<file path="src/rtl/sfifo_cbb_pkg.sv">
`default_nettype none
// ============================================================================
// Module      : sfifo_cbb_pkg
// Description : Shared constants, read-mode type and sizing helpers for sfifo_cbb.
// Revision    : 1.0 - initial release
// ============================================================================
package sfifo_cbb_pkg;

  // FIFO_ATTR values, zero-extended to a fixed width so they compare cleanly
  localparam int          C_ATTR_BITS   = 64;
  localparam logic [63:0] C_ATTR_NORMAL = 64'("normal");
  localparam logic [63:0] C_ATTR_AHEAD  = 64'("ahead");

  typedef enum logic {
    RD_REG   = 1'b0,
    RD_ASYNC = 1'b1
  } rd_mode_e;

  function automatic int fifo_depth(input int addr_width);
    return 1 << addr_width;
  endfunction

  function automatic int ptr_width(input int addr_width);
    return addr_width + 1;
  endfunction

  function automatic bit attr_match(input logic [63:0] attr, input logic [63:0] ref_attr);
    return attr == ref_attr;
  endfunction

endpackage : sfifo_cbb_pkg
`default_nettype wire

</file>
<file path="src/rtl/sdp_ram_cbb.sv">
`default_nettype none
// ============================================================================
// Module      : sdp_ram_cbb
// Description : Simple dual-port RAM, one write port, one registered or async read port.
// Revision    : 1.0 - initial release
// ============================================================================
module sdp_ram_cbb
  import sfifo_cbb_pkg::*;
#(
  parameter int       WIDTH      = 8,
  parameter int       ADDR_WIDTH = 4,
  parameter rd_mode_e RD_MODE    = RD_REG
) (
  input  logic                  clk_sys,
  input  logic                  reset_n,
  input  logic                  we,
  input  logic [ADDR_WIDTH-1:0] waddr,
  input  logic [WIDTH-1:0]      wdata,
  input  logic                  re,
  input  logic [ADDR_WIDTH-1:0] raddr,
  output logic [WIDTH-1:0]      rdata
);

  localparam int C_WORDS = 1 << ADDR_WIDTH;

  // Storage is deliberately not reset so it can map onto RAM macros
  logic [WIDTH-1:0] r_mem [0:C_WORDS-1];

  always_ff @(posedge clk_sys) begin
    if (we) begin
      r_mem[waddr] <= wdata;
    end
  end

  generate
    if (RD_MODE == RD_REG) begin : g_rd_reg
      logic [WIDTH-1:0] r_rdata;

      always_ff @(posedge clk_sys or negedge reset_n) begin
        if (!reset_n) begin
          r_rdata <= '0;
        end else if (re) begin
          r_rdata <= r_mem[raddr];
        end
      end

      assign rdata = r_rdata;
    end else begin : g_rd_async
      logic w_unused_async;

      assign w_unused_async = &{1'b0, re, reset_n};
      assign rdata          = r_mem[raddr];
    end
  endgenerate

endmodule : sdp_ram_cbb
`default_nettype wire

</file>
<file path="src/rtl/sfifo_cbb.sv">
`default_nettype none
// ============================================================================
// Module      : sfifo_cbb
// Description : Single-clock FIFO with normal/ahead read, level flags and sticky errors.
// Revision    : 1.0 - initial release
// ============================================================================
module sfifo_cbb
  import sfifo_cbb_pkg::*;
#(
  parameter     FIFO_ATTR        = "normal",
  parameter int FIFO_WIDTH       = 8,
  parameter int FIFO_DEPTH_WIDTH = 4,
  parameter int AFULL_THD        = 12,
  parameter int AEMPTY_THD       = 2
) (
  input  logic                      clk_sys,
  input  logic                      reset_n,
  input  logic                      wen,
  input  logic [FIFO_WIDTH-1:0]     wdata,
  input  logic                      ren,
  output logic [FIFO_WIDTH-1:0]     rdata,
  output logic                      full,
  output logic                      empty,
  output logic                      afull,
  output logic                      aempty,
  output logic [FIFO_DEPTH_WIDTH:0] count,
  output logic                      overflow,
  output logic                      underflow,
  input  logic                      err_clr
);

  localparam int FIFO_DEPTH = fifo_depth(FIFO_DEPTH_WIDTH);
  localparam int PTR_WIDTH  = ptr_width(FIFO_DEPTH_WIDTH);

  localparam bit       C_IS_NORMAL = attr_match(C_ATTR_BITS'(FIFO_ATTR), C_ATTR_NORMAL);
  localparam bit       C_IS_AHEAD  = attr_match(C_ATTR_BITS'(FIFO_ATTR), C_ATTR_AHEAD);
  localparam rd_mode_e C_RD_MODE   = C_IS_AHEAD ? RD_ASYNC : RD_REG;

  localparam logic [PTR_WIDTH-1:0] C_FULL_CNT   = PTR_WIDTH'(FIFO_DEPTH);
  localparam logic [PTR_WIDTH-1:0] C_AFULL_THD  = PTR_WIDTH'(AFULL_THD);
  localparam logic [PTR_WIDTH-1:0] C_AEMPTY_THD = PTR_WIDTH'(AEMPTY_THD);

  logic [PTR_WIDTH-1:0]  r_wr_ptr;
  logic [PTR_WIDTH-1:0]  r_rd_ptr;
  logic [PTR_WIDTH-1:0]  r_count;
  logic                  r_overflow;
  logic                  r_underflow;
  logic                  w_full;
  logic                  w_empty;
  logic                  w_wr_acc;
  logic                  w_rd_acc;
  logic [FIFO_WIDTH-1:0] w_ram_rdata;

  // Same-depth pointers with an extra wrap bit distinguish full from empty
  assign w_full  = (r_wr_ptr[PTR_WIDTH-1] != r_rd_ptr[PTR_WIDTH-1]) &&
                   (r_wr_ptr[PTR_WIDTH-2:0] == r_rd_ptr[PTR_WIDTH-2:0]);
  assign w_empty = (r_wr_ptr == r_rd_ptr);

  assign w_wr_acc = wen & ~w_full;
  assign w_rd_acc = ren & ~w_empty;

  always_ff @(posedge clk_sys or negedge reset_n) begin
    if (!reset_n) begin
      r_wr_ptr <= '0;
      r_rd_ptr <= '0;
      r_count  <= '0;
    end else begin
      if (w_wr_acc) begin
        r_wr_ptr <= r_wr_ptr + PTR_WIDTH'(1);
      end
      if (w_rd_acc) begin
        r_rd_ptr <= r_rd_ptr + PTR_WIDTH'(1);
      end
      r_count <= r_count + PTR_WIDTH'(w_wr_acc) - PTR_WIDTH'(w_rd_acc);
    end
  end

  // A new error event in the same cycle as err_clr keeps the flag set
  always_ff @(posedge clk_sys or negedge reset_n) begin
    if (!reset_n) begin
      r_overflow  <= 1'b0;
      r_underflow <= 1'b0;
    end else begin
      if (wen && w_full) begin
        r_overflow <= 1'b1;
      end else if (err_clr) begin
        r_overflow <= 1'b0;
      end
      if (ren && w_empty) begin
        r_underflow <= 1'b1;
      end else if (err_clr) begin
        r_underflow <= 1'b0;
      end
    end
  end

  sdp_ram_cbb #(
    .WIDTH      (FIFO_WIDTH),
    .ADDR_WIDTH (FIFO_DEPTH_WIDTH),
    .RD_MODE    (C_RD_MODE)
  ) u_ram (
    .clk_sys (clk_sys),
    .reset_n (reset_n),
    .we      (w_wr_acc),
    .waddr   (r_wr_ptr[PTR_WIDTH-2:0]),
    .wdata   (wdata),
    .re      (w_rd_acc),
    .raddr   (r_rd_ptr[PTR_WIDTH-2:0]),
    .rdata   (w_ram_rdata)
  );

  generate
    if (C_IS_NORMAL) begin : g_normal
      assign rdata = w_ram_rdata;
    end else if (C_IS_AHEAD) begin : g_ahead
      // Hide uninitialised RAM contents while there is no head word
      assign rdata = w_empty ? '0 : w_ram_rdata;
    end else begin : g_bad_attr
      $error("sfifo_cbb: FIFO_ATTR must be \"normal\" or \"ahead\"");
      assign rdata = '0;
    end
  endgenerate

  assign full      = w_full;
  assign empty     = w_empty;
  assign afull     = (r_count >= C_AFULL_THD);
  assign aempty    = (r_count <= C_AEMPTY_THD);
  assign count     = r_count;
  assign overflow  = r_overflow;
  assign underflow = r_underflow;

  a_flags_match_count: assert property (
    @(posedge clk_sys) disable iff (!reset_n)
    (w_full == (r_count == C_FULL_CNT)) && (w_empty == (r_count == '0))
  );

endmodule : sfifo_cbb
`default_nettype wire

</file>
<file path="config.mk">
export PLATFORM = sky130hd
export DESIGN_NAME = sfifo_cbb
export DESIGN_NICKNAME = d
export VERILOG_FILES = /design/src/rtl/sfifo_cbb_pkg.sv /design/src/rtl/sdp_ram_cbb.sv /design/src/rtl/sfifo_cbb.sv
export SDC_FILE = /design/constraint.sdc
export NUM_CORES = 1
export LEC_CHECK = 0
export ABC_CLOCK_PERIOD_IN_PS = 3350
export BUFFER_PORTS_ARGS = -buffer_cell sky130_fd_sc_hd__buf_4
export CAP_MARGIN = 30
export CORE_ASPECT_RATIO = 0.8
export CORE_MARGIN = 8
export CORE_UTILIZATION = 55
export DETAILED_ROUTE_END_ITERATION = 10
export HOLD_SLACK_MARGIN = 0.15
export PLACE_DENSITY = 0.77
export SETUP_SLACK_MARGIN = 0.02
export SLEW_MARGIN = 10
export SYNTH_ARGS = -nofsm -noshare
export SYNTH_HDL_FRONTEND = slang
export SYNTH_SLANG_ARGS = --single-unit
</file>
<file path="constraint.sdc">
create_clock -name clk_sys -period 3.35 [get_ports clk_sys]
set_input_delay 0 -clock clk_sys [delete_from_list [all_inputs] [get_ports clk_sys]]
set_output_delay 0 -clock clk_sys [all_outputs]
set_load 0.1 [all_outputs]
</file>
; Yosys cells after proc, flatten, opt, wreduce, memory -nomap -nowiden
; Memory sizes are Yosys's and may differ from the RTL's. A register that Yosys moved wholly into a read port is not among the register bits.
; Index checks and enable logic that the tools add are counted.
[totals]
input_bits = 13
output_inout_bits = 19
mem_bits_rw = 128
ff_bits = 17
elab_cells = 30
mem_count = 1
[op_classes]
n_bitwise = 4
muxes = 5
eq_ne = 3
n_reduce_logical = 6
addsub = 4
magnitude_cmp = 2
[memory_table]
columns = memory, words, width, rd, rd_ports_with_merged_regs, wr, line_no
row1 = u_ram.r_mem, 16, 8, 1, 1, 1, sdp_ram_cbb.sv:27  ; logic [WIDTH-1:0] r_mem [0:C_WORDS-1];
[op_table]
columns = cell, n
row1 = $add 5x1->5 const B, 2
row2 = $add 5x1->5, 1
row3 = $eq 5x5->1, 1
row4 = $ge 5x4->1 const B, 1
row5 = $le 5x2->1 const B, 1
row6 = $mux 1, 5
row7 = $sub 5x1->5, 1
row8 = $eq 4x4->1, 1
row9 = $reduce_bool 2->1, 2
row10 = $logic_and 1x1->1, 3
row11 = $and 1x1->1, 2
row12 = $not 1->1, 2
row13 = $logic_not 1->1, 1
row14 = $ne 1x1->1, 1

; Depth between registers and ports, before layout
; Gate-level depths: netlist of run 1.
[depth]
word_depth = 6
ltp_mapped = 13

; Cells and area by module
; From an unflattened synthesis of run 1, not the netlist that was laid out.
[unflattened]
hier_cells = 324
hier_area_um2 = 6371.1
[modules_own_cells]
columns = module, n_inst, cells_per_inst, area_per_inst_um2, seq_area_each_um2
row1 = sdp_ram_cbb, 1, 240, 5331.4, 4043.9
row2 = sfifo_cbb, 1, 84, 1039.7, 425.4

; Worst setup path before layout of run 1
; No wires, ideal clock.
[synth_timing]
path_type = register -> output
start = reg r_count[2] (netlist: count[2])
end = out afull
n_path_buf = 0
t_required_ps = 3350
setup_slack_ps = -35
path_stages_with_launch = 4
t_arrival_ps = 3385
cell_sequence = dfrtp_1 > ha_1 > nand2b_1 > o21ai_0
[synth_via]
elab_chain_cells = 1
[synth_rtl]
columns = element, line_no
row1 = "start, declared", sfifo_cbb.sv:45  ; logic [PTR_WIDTH-1:0] r_count;
row2 = "start signal, assigned", sfifo_cbb.sv:74  ; r_count <= r_count + PTR_WIDTH'(w_wr_acc) - PTR_WIDTH'(w_rd_acc);
row3 = $ge 5x4->1, sfifo_cbb.sv:126  ; assign afull = (r_count >= C_AFULL_THD);
row4 = "end, declared", sfifo_cbb.sv:24  ; output logic afull,
; No other way between the ends.

; Worst setup path after layout of run 1
[layout_timing]
start = reg r_wr_ptr[3]
end = reg r_count[4] (netlist: count[4])
[layout_via]
elab_cells_between_ends = 9
cone_classes = 2 x add/sub / 2 x eq/ne / 4 x bitwise / 1 x reduce/logical
[layout_lines]
columns = element, line_no
row1 = "start, declared", sfifo_cbb.sv:43  ; logic [PTR_WIDTH-1:0] r_wr_ptr;
row2 = "start signal, assigned", sfifo_cbb.sv:69  ; r_wr_ptr <= r_wr_ptr + PTR_WIDTH'(1);
row3 = $eq 5x5->1, sfifo_cbb.sv:57  ; assign w_empty = (r_wr_ptr == r_rd_ptr);
row4 = $not 1->1, sfifo_cbb.sv:60  ; assign w_rd_acc = ren & ~w_empty;
row5 = $and 1x1->1, sfifo_cbb.sv:60
row6 = via u_ram.re, sdp_ram_cbb.sv:19  ; input logic re,
row7 = $sub 5x1->5, sfifo_cbb.sv:74
; The timed path passes the listed nets, and every way through them passes these cells.
; A chain may end at the register's enable or synchronous reset.

==> out/results.txt, run 1 <==
Outcome: complete, no violations
Clock Tree Buf Depth: 2
Worst-path clk slew: 0.07 ns
DP Area: 6740 µm²
Post-synth top area share: 61.6%
Area Growth Syn to Fin: 20.4%
Setup_tns: 0 ns
Post-CTS Resized: 0
# diodes: 0
Cell count after synthesis: 329
Design area: 7510 µm²
Die Y: 111 µm
Synth cell types: 35
Actual slew at the worst max-slew pin: 0.839 ns
CP Capture Type: flip-flop
Synthesized cell area: 6240 µm²
Final cycle utilization of the critical path: 85.4%
Syn Area/Cell: 19.0 µm²
Register area share after synthesis: 71.6%
Setup Skew: 0.00979 ns
Post-layout util: 68.4%
Net count, final: 426
Max Slew Vio Count: 0
Worst vdd ir: 0.493 mV
Syn nets: 357
Max-slew headroom: 43.9%
Power Density: 1000 nW/µm²
Critical path type: reg2reg
Data arrival, critical path: 3.21 ns
GRT Total Usage: 18.0%
Die outline width: 135 µm
Final Wtd Congestion: 0.862
Grt total ovfl: 0
Starting DRT DRC Count: 301
DIE AREA: 15,000 µm²
Initial antenna violation count: 0
Via-to-Cell Ratio: 5.87
DR pass1 iterations: 4
Drt drc: 0
IO Port Bufs: 31
Area of the multi-input gates: 1640 µm²
CP max FO: 11
Critical path cell sequence: xnor2_1, nand4_2, o21ai_1, inv_2, ha_1, inv_1, ha_1, fa_1, a21o_1, a21oi_1, xor2_1
Worst-Skew Late Latency: 0.42 ns
CTS Buf Count: 17
Core ar.: 11,000 µm²
Most used cell, CP: ha_1
# IOs: 32
Htree depth: 4
Synth area leaders: edfxtp_1 62%, mux4_2 12%, dfrtp_1 10%
Number of global-route vias before repair: 3,435
Synth warn: 0
Postcts setup bufs: 0
Hold Path Class: in2reg
Critical path's slowest cell: dfrtp_1
FMAX: 349 MHz
Routed Antenna Nets: 0
# fillers: 714
Yosys top cell by area: edfxtp_1
Post-DP HPWL: 7920 µm
Max cap viols: 0
Wire per inst: 22.9 µm
TritonCTS clock tree: done
Setup-failing EPs final: 0
RSZ-0062 raised after global routing: no
Largest net degree at the start of global routing: 36
Via count: 3,258
Final hold vios: 0
First-pass GRT wire length: 19,900 µm
Post-synthesis async set-or-reset flop share: 16.3%
# clock sinks: 153
Fin crit period: 2.86 ns
Sequential cell area: 4470 µm²
FF+latch count, synth: 153
Initial core utilization: 56.8%
Predominant post-synthesis flop cell: edfxtp_1
Max incr delay on CP: 0.65 ns
EDFF count, synth: 128
Layout cell share with drive strength beyond 1: 32.6%
# rows: 34
Worst Path Required: 3.69 ns
LEAKAGE: 2.70 nW
CTS Root Cell: clkbuf_16
CP Launch Type: flip-flop
Drt total wl: 12,700 µm
[timing repair]
action	4_1_cts	5_1_grt
endpoints found under the hold margin	162	0
setup endpoints to repair	0	0
hold buffers	15	0
[critical path, delay by kind of cell, from the launching register on]
family	cells	cell delay, ns
AO/OA/AOI/OAI	3	0.60
XOR/XNOR	2	0.34
flip-flops	1	0.65
adder cells (fa/ha/maj)	3	0.85
AND/OR/NAND/NOR	1	0.26
buffers and inverters	2	0.09
[cell usage after synthesis (3+ instances only)]
cell type and number:
dfrtp_1 25, a22oi_1 16, a21oi_1 3, nand2_1 8, edfxtp_1 128, ha_1 14
nor2b_1 3, mux4_2 32, xnor2_1 15, mux2_2 8, inv_1 15, buf_6 3
nor4_1 15, clkbuf_1 7, o211ai_1 5, inv_2 3, nor2_1 5
[logic make-up (layout without fill, tap and decap cells)]
kind of cell,count (synthesis),count (layout),share of synthesized area (%)
AOI/OAI and AO/OA,32,32,3.73
muxes,42,42,13.4
adders and majority gates,15,15,3.13
DFF,153,153,71.6
and+or+nand+nor,37,37,3.25
xor gates and xnor gates,17,17,2.39
buffers and inverters,33,115,2.51
[final timing paths]
check	start	end	slack, ns	depth (start not counted)
min reg2reg	u_ram.rdata[6]$_DFFE_PN0P_	u_ram.rdata[6]$_DFFE_PN0P_	0.51	1
min in group asynchronous	reset_n	u_ram.rdata[0]$_DFFE_PN0P_	0.60	4
min	wdata[1]	u_ram.r_mem[11][1]$_DFFE_PP_	0.43	2
max	r_wr_ptr[3]$_DFFE_PN0P_	count[4]$_DFF_PN0_	0.49	11
max reg2reg	r_wr_ptr[3]$_DFFE_PN0P_	count[4]$_DFF_PN0_	0.49	11
max in group asynchronous	reset_n	r_rd_ptr[0]$_DFFE_PN0P_	2.59	4
[metal layers]
metal  routed length (µm)  vias to the layer above  track usage [%]
met4                  174                        0             7.24
met5                    0                        -                0
met1                 5300                     1661             23.3
met3                  916                       19             6.16
met2                 6340                      131             27.5
li1                     -                     1447                -
[layout by cell type, fill, tap and decap left out, types with 2 or more instances in the layout]
master         instances
a21oi_1                3
a22o_1                 2
a22oi_1               16
buf_4                 49
bufinv_16              2
clkbuf_16             17
clkinv_4               3
dfrtp_1               24
dlygate4sd3_1         14
edfxtp_1             128
ha_1                  14
inv_1                 15
inv_2                  3
inv_6                  4
inv_8                  5
mux2_1                 2
mux2_2                 8
mux4_2                32
nand2_1                8
nor2_1                 5
nor2b_1                3
nor3_1                 2
nor4_1                10
nor4_2                 5
o211ai_1               5
o21ai_1                2
xnor2_1               15
xor2_1                 2
[through the flow]
step | total power [mW] | hold slack [ns] | worst slack (ns) | cells
after floorplan | 4.87 | -0.296 | 0.596 | 329
after global placement | 5.46 | -0.0655 | 0.566 | 503
after detailed placement | 5.55 | -0.0607 | 0.502 | 508
after CTS | 7.56 | 0.420 | 0.483 | 555
after global routing | 7.85 | 0.446 | 0.283 | 555
final | 7.51 | 0.429 | 0.488 | 555
[where the power goes]
part | internal [mW] | switching [mW] | total [mW]
Combinational | 1.02 | 1.90 | 2.93
Clock | 1.16 | 0.821 | 1.98
Sequential | 2.39 | 0.216 | 2.61
[layout make-up]
type,instances,share of cell area [%]
Sequential cell,153,59.5
Multi-Input combinational cell,143,21.9
Timing Repair Buffer,65,7.10
Clock buffer,18,5.85
Tap cell,144,2.40
Clock inverter,14,2.37
Inverter,18,0.899
[flip-flops by register name, indices dropped and copies added (netlist names)]
name / count
r_wr_ptr: 5
u_ram.r_mem: 128
count: 5
overflow: 1
u_ram.rdata: 8
underflow: 1
r_rd_ptr: 5
(Power assumes the default switching activity.)
==> run 2, diff against run 1 <==
--- a/config.mk
+++ b/config.mk
@@ -8,12 +8,14 @@
 export ABC_CLOCK_PERIOD_IN_PS = 3350
 export BUFFER_PORTS_ARGS = -buffer_cell sky130_fd_sc_hd__buf_4
 export CAP_MARGIN = 30
+export CELL_PAD_IN_SITES_DETAIL_PLACEMENT = 1
+export CELL_PAD_IN_SITES_GLOBAL_PLACEMENT = 1
 export CORE_ASPECT_RATIO = 0.8
 export CORE_MARGIN = 8
-export CORE_UTILIZATION = 55
+export CORE_UTILIZATION = 53
 export DETAILED_ROUTE_END_ITERATION = 10
 export HOLD_SLACK_MARGIN = 0.15
-export PLACE_DENSITY = 0.77
+export PLACE_DENSITY = 0.83
 export SETUP_SLACK_MARGIN = 0.02
 export SLEW_MARGIN = 10
 export SYNTH_ARGS = -nofsm -noshare
==> run 2 against run 1 <==
Net effect:
- worst setup slack worse by 0.15 ns
- largest cell class unchanged
- flip-flop and latch count stayed put
- highest routed layer unchanged
- total power is 1.3% higher
- combinational power is 5% higher
==> out/results.txt, run 2 (synthesis results as in run 1) <==
Drt drc: 0
Initial core utilization: 54.2%
Commonest non-fill, non-tap cell in the layout: edfxtp_1
Final Wtd Congestion: 0.772
Reg2reg path depth: 11
Starting DRT DRC Count: 236
IO Port Bufs: 31
Outcome: complete, no violations
Routed Antenna Nets: 0
# hold bufs at CTS: 15
Post-DP HPWL: 9020 µm
DIE AREA: 15,500 µm²
Net count, final: 434
Max Slew Vio Count: 0
First-pass GRT wire length: 21,600 µm
RSZ-0062 raised after global routing: no
Max cap viols: 0
Htree depth: 4
# IOs: 32
DP Area: 6820 µm²
Worst-path clk slew: 0.06 ns
TritonCTS clock tree: done
Reg2reg start: r_wr_ptr[2]$_DFFE_PN0P_
Die Y: 113 µm
Setup_tns: 0 ns
CP Launch Type: flip-flop
# rows: 35
Sequential cell area: 4470 µm²
# fillers: 963
Via count: 3,247
Final hold vios: 0
FMAX: 332 MHz
Max-slew headroom: 40.7%
Final cycle utilization of the critical path: 89.8%
Initial antenna violation count: 0
CP max FO: 11
Grt total ovfl: 0
Die outline width: 137 µm
Clock Tree Buf Depth: 2
Design area: 7580 µm²
CTS Buf Count: 17
Area of the multi-input gates: 1660 µm²
# diodes: 0
Via-to-Cell Ratio: 5.73
Post-CTS Resized: 0
Worst vdd ir: 0.715 mV
R2r endpoint: count[4]$_DFF_PN0_
Core ar.: 11,500 µm²
DR pass1 iterations: 4
Worst Path Required: 3.70 ns
# clock sinks: 153
Worst Hold Depth: 2
Fin crit period: 3.01 ns
Most frequent cells in the layout: 128 x edfxtp_1, 58 x buf_4, 32 x mux4_2
Setup-failing EPs final: 0
CTS Root Cell: clkbuf_16
Area Growth Syn to Fin: 21.5%
Largest register by flop count: u_ram.r_mem
Actual slew at the worst max-slew pin: 0.887 ns
Hold Path Origin: wdata[1]
Wire per inst: 24.4 µm
Power Density: 1000 nW/µm²
Hold EP: u_ram.r_mem[5][1]$_DFFE_PP_
Drt total wl: 13,800 µm
Worst-Skew Late Latency: 0.42 ns
Max reg flops: 128
Setup Skew: 0.00708 ns
Number of global-route vias before repair: 3,670
Largest net degree at the start of global routing: 36
GRT Total Usage: 19.5%
LEAKAGE: 2.74 nW
Hold Path Class: in2reg
Postcts setup bufs: 0
Data arrival, critical path: 3.36 ns
Critical path type: reg2reg
CP Capture Type: flip-flop
Register-to-Register Setup Slack: 0.34 ns
Layout cell share with drive strength beyond 1: 34.4%
run 2: cell count changes in the layout (fill, tap and decap cells not counted), moves of 3 or more:
cell      delta
inv_8        -5
clkinv_2     +4
nor4_2       +3
buf_4        +9
nor4_1       -3
run 2: where the power goes:
group / internal, mW / switching [mW] / leakage (nW) / total (mW)
clock: 1.18 / 0.769 / 0.295 / 1.94
sequential: 2.39 / 0.205 / 1.45 / 2.60
combinational: 1.06 / 2.01 / 0.988 / 3.07
total: 4.63 / 2.98 / 2.74 / 7.61
run 2: worst max path at each step:
stage	from	endpoint	slack (ns)
2_1_floorplan	r_rd_ptr[1]$_DFFE_PN0P_	count[4]$_DFF_PN0_	0.60
3_3_place_gp	r_wr_ptr[2]$_DFFE_PN0P_	count[4]$_DFF_PN0_	0.55
3_5_place_dp	r_wr_ptr[2]$_DFFE_PN0P_	count[4]$_DFF_PN0_	0.41
4_1_cts	r_wr_ptr[2]$_DFFE_PN0P_	count[4]$_DFF_PN0_	0.34
5_1_grt	r_wr_ptr[2]$_DFFE_PN0P_	count[4]$_DFF_PN0_	0.13
6_report	r_wr_ptr[2]$_DFFE_PN0P_	count[4]$_DFF_PN0_	0.34
run 2: worst max-delay path: stages (launching register included):
cell and delay, ns:
dfrtp_1 0.62, xnor2_1 0.20, nand4_2 0.27, o21ai_1 0.31
inv_2 0.05, ha_1 0.28, inv_1 0.04, ha_1 0.20
fa_1 0.43, a21o_1 0.18, a21oi_1 0.19, xor2_1 0.16
run 2: final cells by class:
cell class,instances,area share (%)
timing repair buffer,73,7.86
clock buffer,18,5.66
clock inverter,14,2.24
inverter,18,0.891
sequential,153,59.0
multi-input combinational,143,21.9
tap,148,2.44
run 2: layer usage:
| layer | global-route usage, % | part of all wire (%) | vias to the layer above |
|---|---|---|---|
| li1 | - | - | 1468 |
| met1 | 24.6 | 42 | 1677 |
| met2 | 31.8 | 51 | 89 |
| met3 | 5.62 | 6.1 | 13 |
| met4 | 6.50 | 1.2 | 0 |
| met5 | 0 | 0 | - |
run 2: through the flow:
step | cells | setup WS, ns | power (mW) | hold slack (ns) | utilization [%]
2_1_floorplan | 329 | 0.596 | 4.87 | -0.296 | -
3_3_place_gp | 520 | 0.554 | 5.53 | -0.0648 | 59.2
3_5_place_dp | 520 | 0.406 | 5.67 | -0.0540 | 59.2
4_1_cts | 567 | 0.337 | 7.69 | 0.411 | 65.8
5_1_grt | 567 | 0.127 | 7.96 | 0.433 | 65.8
6_report | 567 | 0.342 | 7.61 | 0.415 | 65.8
==> run 3, diff against run 2 <==
--- a/config.mk
+++ b/config.mk
@@ -5,6 +5,7 @@
 export SDC_FILE = /design/constraint.sdc
 export NUM_CORES = 1
 export LEC_CHECK = 0
+export ABC_AREA = 1
 export ABC_CLOCK_PERIOD_IN_PS = 3350
 export BUFFER_PORTS_ARGS = -buffer_cell sky130_fd_sc_hd__buf_4
 export CAP_MARGIN = 30
@@ -12,7 +13,7 @@
 export CELL_PAD_IN_SITES_GLOBAL_PLACEMENT = 1
 export CORE_ASPECT_RATIO = 0.8
 export CORE_MARGIN = 8
-export CORE_UTILIZATION = 53
+export CORE_UTILIZATION = 48
 export DETAILED_ROUTE_END_ITERATION = 10
 export HOLD_SLACK_MARGIN = 0.15
 export PLACE_DENSITY = 0.83
==> run 3 against run 2 <==
Net effect:
- hold slack worse by 0.052 ns
- sequential share of layout area is 5.0 points lower
- synthesized cell count is 120% higher
- count of clock-buffer cells in the layout is 1 higher
- total power is 4.6% higher
- fmax is 4.9% higher
- clock power is 3% higher
- routed wire length is 39% higher
- worst setup slack better by 0.14 ns
==> out/results.txt, run 3 <==
Cell count after placement: 943
DIE AREA: 18,800 µm²
Post-DP HPWL: 12,200 µm
Hold Path Class: in2reg
Largest register by flop count: u_ram.r_mem
Data arrival, critical path: 3.18 ns
Syn Area/Cell: 9.59 µm²
Most instantiated library cell after synthesis: nand2_1
Cell count after synthesis: 733
Final worst slack: 0.482 ns
Hold EP: overflow$_DFFE_PN0P_
Synth top cells by count: 261 x nand2_1, 143 x inv_1, 128 x edfxtp_1, 87 x nand3_1, 25 x dfrtp_1
Max Slew Vio Count: 0
Synth cell types: 23
Worst-Skew Late Latency: 0.43 ns
Hold Path Origin: wen
Htree depth: 4
Worst vdd ir: 0.853 mV
Power after layout: 7.96 mW
Fin crit period: 2.87 ns
Die Y: 124 µm
Yosys top cell by area: edfxtp_1
RSZ-0062 raised after global routing: no
Reg2reg path depth: 14
# clock sinks: 153
R2r endpoint: count[4]$_DFF_PN0_
Starting DRT DRC Count: 346
Outcome: complete, no violations
Synth warn: 0
Post-layout util: 58.0%
Routed Antenna Nets: 0
Post-route non-filler standard cell count: 990
CP max FO: 15
Die outline width: 151 µm
CP Launch Type: flip-flop
TritonCTS clock tree: done
Commonest non-fill, non-tap cell in the layout: nand2_1
Max-slew headroom: 51.3%
FF+latch count, synth: 153
First-pass GRT wire length: 30,200 µm
# diodes: 0
Most frequent cells in the layout: 261 x nand2_1, 143 x inv_1, 128 x edfxtp_1
Initial antenna violation count: 0
Post-CTS Resized: 0
Number of global-route vias before repair: 5,603
Post-synth top area share: 54.7%
Via count: 5,145
Register-to-Register Setup Slack: 0.48 ns
Register area share after synthesis: 63.6%
# rows: 39
FMAX: 349 MHz
Predominant post-synthesis flop cell: edfxtp_1
Critical path type: reg2reg
Setup-failing EPs final: 0
Synthesized cell area: 7030 µm²
Setup_tns: 0 ns
Worst-path clk slew: 0.06 ns
Net count, final: 821
CP Capture Type: flip-flop
Worst slack at placement: 0.614 ns
LEAKAGE: 3.86 nW
Final Wtd Congestion: 0.830
Syn nets: 761
Final cycle utilization of the critical path: 85.6%
CTS Buf Count: 17
Initial core utilization: 49.2%
Grt total ovfl: 0
CTS Root Cell: clkbuf_16
Area Growth Syn to Fin: 17.9%
Largest net degree at the start of global routing: 66
IO Port Bufs: 31
Design area: 8290 µm²
# IOs: 32
Synth area leaders: edfxtp_1 55%, nand2_1 14%, dfrtp_1 8.9%
Drt drc: 0
Max cap viols: 0
Wire per inst: 19.4 µm
Hold_ws: 0.364 ns
Core ar.: 14,300 µm²
Layout cell share with drive strength beyond 1: 10.9%
Actual slew at the worst max-slew pin: 0.731 ns
Post-synthesis async set-or-reset flop share: 16.3%
EDFF count, synth: 128
Drt total wl: 19,200 µm
Worst Hold Depth: 4
Worst Path Required: 3.66 ns
Setup Skew: 0.00949 ns
DP Area: 7520 µm²
Max reg flops: 128
DR pass1 iterations: 6
Reg2reg start: r_wr_ptr[0]$_DFFE_PN0P_
Power Density: 960 nW/µm²
Clock Tree Buf Depth: 2
GRT Total Usage: 21.4%
Final hold vios: 0
Via-to-Cell Ratio: 5.20
-- run 3: changes by cell type in the layout (fill, tap and decap cells not counted), moves of 5 or more --
cell | before | now
a22oi_1 | 16 | 0
buf_4 | 58 | 53
inv_1 | 15 | 143
mux2_2 | 8 | 0
mux4_2 | 32 | 0
nand2_1 | 8 | 261
nand3_1 | 0 | 87
nor3_1 | 2 | 15
nor4_1 | 7 | 0
nor4_2 | 8 | 0
o211ai_1 | 5 | 0
xnor2_1 | 15 | 7
-- run 3: how the worst max path moves through the flow --
| stage | startpoint | to | slack (ns) |
|---|---|---|---|
| floorplan | r_rd_ptr[1]$_DFFE_PN0P_ | count[4]$_DFF_PN0_ | 0.87 |
| global placement | r_wr_ptr[0]$_DFFE_PN0P_ | count[4]$_DFF_PN0_ | 0.74 |
| detailed placement | r_wr_ptr[0]$_DFFE_PN0P_ | count[4]$_DFF_PN0_ | 0.61 |
| CTS | r_wr_ptr[0]$_DFFE_PN0P_ | count[4]$_DFF_PN0_ | 0.51 |
| global route | r_wr_ptr[0]$_DFFE_PN0P_ | count[4]$_DFF_PN0_ | 0.23 |
| finish | r_wr_ptr[0]$_DFFE_PN0P_ | count[4]$_DFF_PN0_ | 0.48 |
-- run 3: worst max-delay path: stages, from the launching register on --
cell,delay [ns]
dfrtp_1,0.46
inv_1,0.13
nand2_1,0.09
nand2_1,0.06
a21oi_2,0.13
nand3_1,0.13
nand2_2,0.28
inv_2,0.18
ha_1,0.31
inv_1,0.04
ha_1,0.20
fa_1,0.43
nand2_1,0.10
nand2_1,0.07
xnor2_1,0.13
-- run 3: cells by family after synthesis --
family / after synthesis / synth area share, %
fa+ha+maj: 15 / 2.78
simple gates: 370 / 21.6
buf+inv: 175 / 9.90
compound gates: 8 / 0.623
flops: 153 / 63.6
xor+xnor: 12 / 1.50
-- run 3: final cells by class --
class	instances	area, µm²
Clock inverter	13	178
Sequential cell	153	4470
Clock buffer	19	433
Timing Repair Buffer	68	558
Fill cell	1594	6010
Multi-Input combinational cell	405	1860
Tap cell	184	230
Inverter	148	556
-- run 3: repair_timing --
item	CTS	global route
hold endpoints to repair	173	0
setup endpoints to repair	0	0
setup buffers	0	0
hold buffers	15	0
-- run 3: report_power, final --
part	switching [mW]	internal, mW	leakage [nW]
registers	0.182	2.36	1.47
clock network	0.753	1.24	0.288
logic	2.56	0.867	2.11
-- run 3: layer usage --
layer | wire, µm | GRT usage (%)
met5 | 0 | 0
met3 | 1040 | 4.72
met1 | 8040 | 26.8
met2 | 9600 | 34.9
met4 | 513 | 9.06
